## src/rtl/sha3_padder.sv

```systemverilog
// Byte-stream to rate-block packer for the keccak sponge: writes message bytes
// MSB-first into an r-bit block and appends 0x60 .. 0x01 domain/pad10*1 padding.
module sha3_padder #(
    parameter int unsigned d = 256,
    parameter int unsigned r = 1600 - 2 * d
) (
    input  logic         clk,
    input  logic         reset,
    input  logic         in_valid,
    input  logic [7:0]   in_data,
    input  logic         in_keep,
    input  logic         in_last,
    output logic         in_ready,
    output logic [r-1:0] block,
    output logic         block_valid,
    output logic         block_first,
    output logic         block_last,
    input  logic         block_ready
);
    localparam int unsigned NB = r / 8;
    localparam int unsigned CW = (NB > 1) ? $clog2(NB) : 1;
    localparam logic [CW-1:0] LAST_BYTE = CW'(NB - 1);
    localparam int unsigned LAST_LSB = r - 8 * NB;

    typedef enum logic [1:0] {
        FILL = 2'd0,
        PAD  = 2'd1,
        OUT  = 2'd2
    } state_t;

    state_t        state_q, state_d;
    logic [CW-1:0] cnt_q, cnt_d;
    logic          need_pad_q, need_pad_d;
    logic          first_q, first_d;
    logic          last_q, last_d;
    logic          valid_q, valid_d;
    logic          ready_q, ready_d;
    logic [r-1:0]  block_q, block_d;

    // State and datapath registers; reset drops any partial block and pending pad
    always_ff @(posedge clk) begin
        if (!reset) begin
            state_q    <= FILL;
            cnt_q      <= '0;
            need_pad_q <= 1'b0;
            first_q    <= 1'b1;
            last_q     <= 1'b0;
            valid_q    <= 1'b0;
            ready_q    <= 1'b1;
            block_q    <= '0;
        end else begin
            state_q    <= state_d;
            cnt_q      <= cnt_d;
            need_pad_q <= need_pad_d;
            first_q    <= first_d;
            last_q     <= last_d;
            valid_q    <= valid_d;
            ready_q    <= ready_d;
            block_q    <= block_d;
        end
    end

    // Next-state, byte placement and padding
    always_comb begin
        state_d    = state_q;
        cnt_d      = cnt_q;
        need_pad_d = need_pad_q;
        first_d    = first_q;
        last_d     = last_q;
        valid_d    = valid_q;
        block_d    = block_q;

        case (state_q)
            FILL: begin
                if (in_valid) begin
                    if (in_keep) begin
                        for (int unsigned i = 0; i < NB; i++) begin
                            if (CW'(i) == cnt_q) begin
                                block_d[r-1-8*i -: 8] = in_data;
                            end
                        end
                    end
                    if (in_keep && (cnt_q == LAST_BYTE)) begin
                        // Block full; a last byte here still owes a pad-only block
                        state_d    = OUT;
                        cnt_d      = '0;
                        valid_d    = 1'b1;
                        need_pad_d = in_last;
                    end else if (in_last) begin
                        state_d = PAD;
                        if (in_keep) begin
                            cnt_d = cnt_q + 1'b1;
                        end
                    end else if (in_keep) begin
                        cnt_d = cnt_q + 1'b1;
                    end
                end
            end
            PAD: begin
                for (int unsigned i = 0; i < NB; i++) begin
                    if (CW'(i) == cnt_q) begin
                        block_d[r-1-8*i -: 8] = 8'h60;
                    end else if (CW'(i) > cnt_q) begin
                        block_d[r-1-8*i -: 8] = 8'h00;
                    end
                end
                block_d[LAST_LSB +: 8] = block_d[LAST_LSB +: 8] | 8'h01;
                state_d    = OUT;
                cnt_d      = '0;
                valid_d    = 1'b1;
                last_d     = 1'b1;
                need_pad_d = 1'b0;
            end
            OUT: begin
                if (block_ready) begin
                    valid_d = 1'b0;
                    first_d = last_q;
                    last_d  = 1'b0;
                    cnt_d   = '0;
                    state_d = need_pad_q ? PAD : FILL;
                end
            end
            default: begin
                state_d = FILL;
            end
        endcase

        ready_d = (state_d == FILL);
    end

    assign in_ready    = ready_q;
    assign block       = block_q;
    assign block_valid = valid_q;
    assign block_first = first_q;
    assign block_last  = last_q;

endmodule

```

## config.mk

```make
export PLATFORM = sky130hd
export DESIGN_NAME = sha3_padder
export DESIGN_NICKNAME = d
export VERILOG_FILES = /design/src/rtl/sha3_padder.sv
export SDC_FILE = /design/constraint.sdc
export NUM_CORES = 2
export LEC_CHECK = 0
export ABC_CLOCK_PERIOD_IN_PS = 6650
export CORE_AREA = 2 2 434 436
export DETAILED_ROUTE_END_ITERATION = 10
export DIE_AREA = 0 0 436 438
export DONT_BUFFER_PORTS = 1
export PLACE_DENSITY = 0.38
export SYNTH_ARGS = -nofsm -noshare
export SYNTH_HDL_FRONTEND = slang
export SYNTH_SLANG_ARGS = --single-unit
```

## constraint.sdc

```tcl
create_clock -name clk -period 6.65 [get_ports clk]
set_input_delay 1.6625 -clock clk [delete_from_list [all_inputs] [get_ports clk]]
set_output_delay 1.6625 -clock clk [all_outputs]
set_load 0.03 [all_outputs]
```

==> key figures <==
Layout
  – Area added between synthesis and finish: 16.28%
  – Share of layout cells above drive strength 1: approximately a tenth
  – Commonest cells after routing, fill and taps aside: sky130_fd_sc_hd__dfxtp_1 (1097), sky130_fd_sc_hd__o21ai_0 (804), sky130_fd_sc_hd__nand2_1 (605), sky130_fd_sc_hd__nand3_1 (605), sky130_fd_sc_hd__nor2_1 (259)
  – Most common library cell in the layout ignoring fill and taps: sky130_fd_sc_hd__dfxtp_1
  – Number of filler cells placed in the layout: between 20000 and 25000
  – Total Nets Final: 4631
  – Post-Layout Cell Count: a little over 7000

Synth
  – Number of nets in the synthesized netlist: between 4000 and 5000
  – Number of synthesized flops with an enable pin: 0
  – Leading post-synthesis cells by cell area: sky130_fd_sc_hd__dfxtp_1 (52%), sky130_fd_sc_hd__o21ai_0 (9.6%), sky130_fd_sc_hd__nand3_1 (7.2%)
  – Largest area contributor in the netlist: sky130_fd_sc_hd__dfxtp_1
  – Average footprint of a synthesized cell: slightly below 9 sq um
  – Cell count after synthesis: roughly 4800
  – Proportion of synthesized flip-flops having asynchronous set or reset: 0%
  – Synth Flop Type: sky130_fd_sc_hd__dfxtp_1
  – Sequential fraction of the synthesis area: between 50% and 60%
  – Synthesis warning total: 0
  – Netlist cell types: 88
  – Flop and latch count out of synthesis: around 1100
  – Post-synthesis cell area: between 40000 and 50000 sq um
  – Area share of the largest cell type after synthesis: between 50% and 60%

Worst setup path
  – Minimum setup slack among reg-to-reg paths: roughly 2.6 ns
  – CP Max Fanout: about 940
  – Cells on worst reg2reg path: 9
  – Type of origin of the critical path: input pin
  – Classification of the worst setup path: input pin to flop
  – Kind of end point of the critical path: flop
  – Arrival time at the worst endpoint: between 6 and 7 ns
  – CP Data Required Time: 7.29 ns

Routing
  – Total vias in the final route: around 36000
  – Number of remaining DRC errors: 0
  – Final Routed Wirelength: 234800 um
  – Vias/cell: slightly below 5
  – Detail-routed net length per standard cell: between 30 and 40 um
  – Number of nets still failing antenna checks after routing: 0
  – Iter 0 DRT Violations: ~2800
  – Router iterations before antenna repair: 7

Hold path
  – Instance count along the most critical hold path: 2
  – Class of the worst hold path: flop to flop

Outcome
  – Status: finished, violations left
  – Violated checks: slew limit

Global route
  – Number of antenna violations at the first check in global routing: 17
  – Largest net degree at the start of global routing: around 940
  – Met2 Usage GRT: between 30% and 40%
  – GR Layer Usage met1: a little over a quarter
  – Overflow left after global routing: 0
  – Met3 demand-to-capacity share in global routing: ~8%
  – Global Route Usage Sum: between 20% and 30%
  – Wire length of the first global-routing pass: slightly above 300000 um
  – Top Usage Layer GRT: met2
  – Via count of the first global-routing pass: 33060

Pwr
  – Max IR drop VDD: around 0.19 mV
  – Relative contribution of sequential cells to total power: between 40% and 50%
  – Switch share: 30.71%
  – Switching power summed over all nets: about 5 mW
  – Cell-internal power: approximately 12 mW
  – PwrDens: 338.5 nW/um^2
  – Leakage component of the power: between 15 and 20 nW
  – Share of total power in the clock network: between 40% and 50%
  – Gate power share: under 10%

Floorplanning
  – Height of the die: about 440 um
  – Initial cell density of the core: 22.62%
  – Horizontal extent of the die: 436 um
  – Total core area: 186600 sq um
  – Total number of placement rows: around 160
  – I/O Pins: roughly 1100
  – Area of the die: between 150000 and 200000 sq um

Timing
  – Final critical delay including setup and external delays: around 5.6 ns
  – Final Cycle Share: a little over four fifths
  – Number of failing setup endpoints in the final timing report: 0
  – Pin slew with the least headroom to its limit: approximately 3.3 ns
  – Final Slew Violations: between 800 and 900
  – Final Hold Vio Count: 0
  – Relative slew slack: -122.6%
  – Achievable frequency: 177.4 MHz
  – Sum Neg Setup Slack: 0 ns
  – Setup repair after global routing missed its margin: no
  – Worst Slack Setup Final: 1.014 ns
  – Worst setup skew after layout: about 0.023 ns

Placed design
  – Minimum setup slack after placement: 2.392 ns
  – # port buffers: 0
  – Inst Count DP: approximately 7000
  – Final weighted congestion of routability-driven global placement: 0.8340
  – Detailed Place HPWL: 167200 um

Job
  – Max-cap viol count: 0

Clock tree
  – Clock Pin Slew Worst Setup and Hold Paths: 0.06 ns
  – Root Driver: sky130_fd_sc_hd__clkbuf_16
  – Clock tree from TritonCTS: done
  – Number of clock sinks: 1103
  – Number of hold buffers added after CTS: 0
  – Number of buffers added for setup after CTS: 0
  – H-Tree Level Count: 4
  – Skew-Pair Late Insertion Delay: around 0.81 ns
  – CTS resizes: 0
  – Deepest clock path buffer count: 3
  – TritonCTS buffer count: between 100 and 150
## layout make-up
class | instances | area [sq um] | area share [%]
multi-input combinational | 3229 | 18480 | 37.67
timing repair buffer | 109 | 830.8 | 1.693
antenna | 6 | 15.01 | 0.03060
clock inverter | 36 | 475.5 | 0.9688
tap | 2495 | 3122 | 6.361
inverter | 32 | 127.6 | 0.2601
clock buffer | 196 | 3931 | 8.011
sequential | 1103 | 22090 | 45.01
## kinds of logic (layout without fill, tap and decap cells)
kind of cell | after synthesis | count (layout) | share of synthesized area [%]
compound gates | 1348 | 1348 | 18.98
fa+ha+maj | 8 | 8 | 0.2372
xor+xnor | 5 | 5 | 0.1038
mux | 217 | 217 | 5.147
buf+inv | 514 | 373 | 5.093
other cells | 0 | 6 | 0
flops | 1103 | 1103 | 52.32
simple gates | 1651 | 1651 | 18.12
## through the flow
stage / util (%) / hold WS, ns / power (mW) / area [sq um]
finish: 26.30 / 0.4727 / 16.61 / 49070
global route: 26.29 / 0.5298 / 17.15 / 49070
CTS: 26.29 / 0.4734 / 16.83 / 49060
detailed placement: 23.93 / 0.4647 / 9.328 / 44650
global placement: 23.93 / 0.4562 / 9.314 / 44650
floorplan: - / 0.4439 / 8.543 / 42200
## path summary, 6_finish.rpt
kind                end  startpoint
max          block[537]       reset
min          need_pad_q  need_pad_q
max reg2reg  block[133]  state_q[0]
min reg2reg  need_pad_q  need_pad_q
## sequential cells by signal, indices dropped and copies added, names as in the netlist
register,count
cnt_q,8
block_valid,1
state_q,2
block_last,1
in_ready,1
need_pad_q,1
block,1088
block_first,1
## synth_stat cells, types with 31 or more instances
master,instances
sky130_fd_sc_hd__buf_2,77
sky130_fd_sc_hd__nand2_1,614
sky130_fd_sc_hd__o21ai_1,44
sky130_fd_sc_hd__nand3_1,606
sky130_fd_sc_hd__o21ai_0,808
sky130_fd_sc_hd__clkbuf_1,329
sky130_fd_sc_hd__mux2i_1,217
sky130_fd_sc_hd__inv_1,31
sky130_fd_sc_hd__buf_1,49
sky130_fd_sc_hd__a311oi_1,38
sky130_fd_sc_hd__a211oi_1,45
sky130_fd_sc_hd__dfxtp_1,1103
sky130_fd_sc_hd__o211ai_1,34
sky130_fd_sc_hd__a21o_1,35
sky130_fd_sc_hd__a21oi_1,145
sky130_fd_sc_hd__nor2_1,268
sky130_fd_sc_hd__o211a_1,31
## power groups by stage
stage / registers [mW] / clock network (mW) / logic [mW]
after global routing: 7.71 / 7.87 / 1.58
after global placement: 7.85 / 0 / 1.47
after floorplan: 7.64 / 0 / 0.906
after detailed placement: 7.85 / 0 / 1.48
final: 7.69 / 7.45 / 1.47
after CTS: 7.70 / 7.65 / 1.49
## layer usage
layer	share of wire (%)	up-vias
met1	40	17470
met4	3.9	2
met2	48	1373
met3	8.3	330
li1	-	16590
met5	0.0047	-
## critical path, stage by stage
cell and delay [ns]:
sky130_fd_sc_hd__nand2_4 2.08, sky130_fd_sc_hd__buf_4 0.65, sky130_fd_sc_hd__o21ai_0 0.19
(Power assumes the default switching activity.)
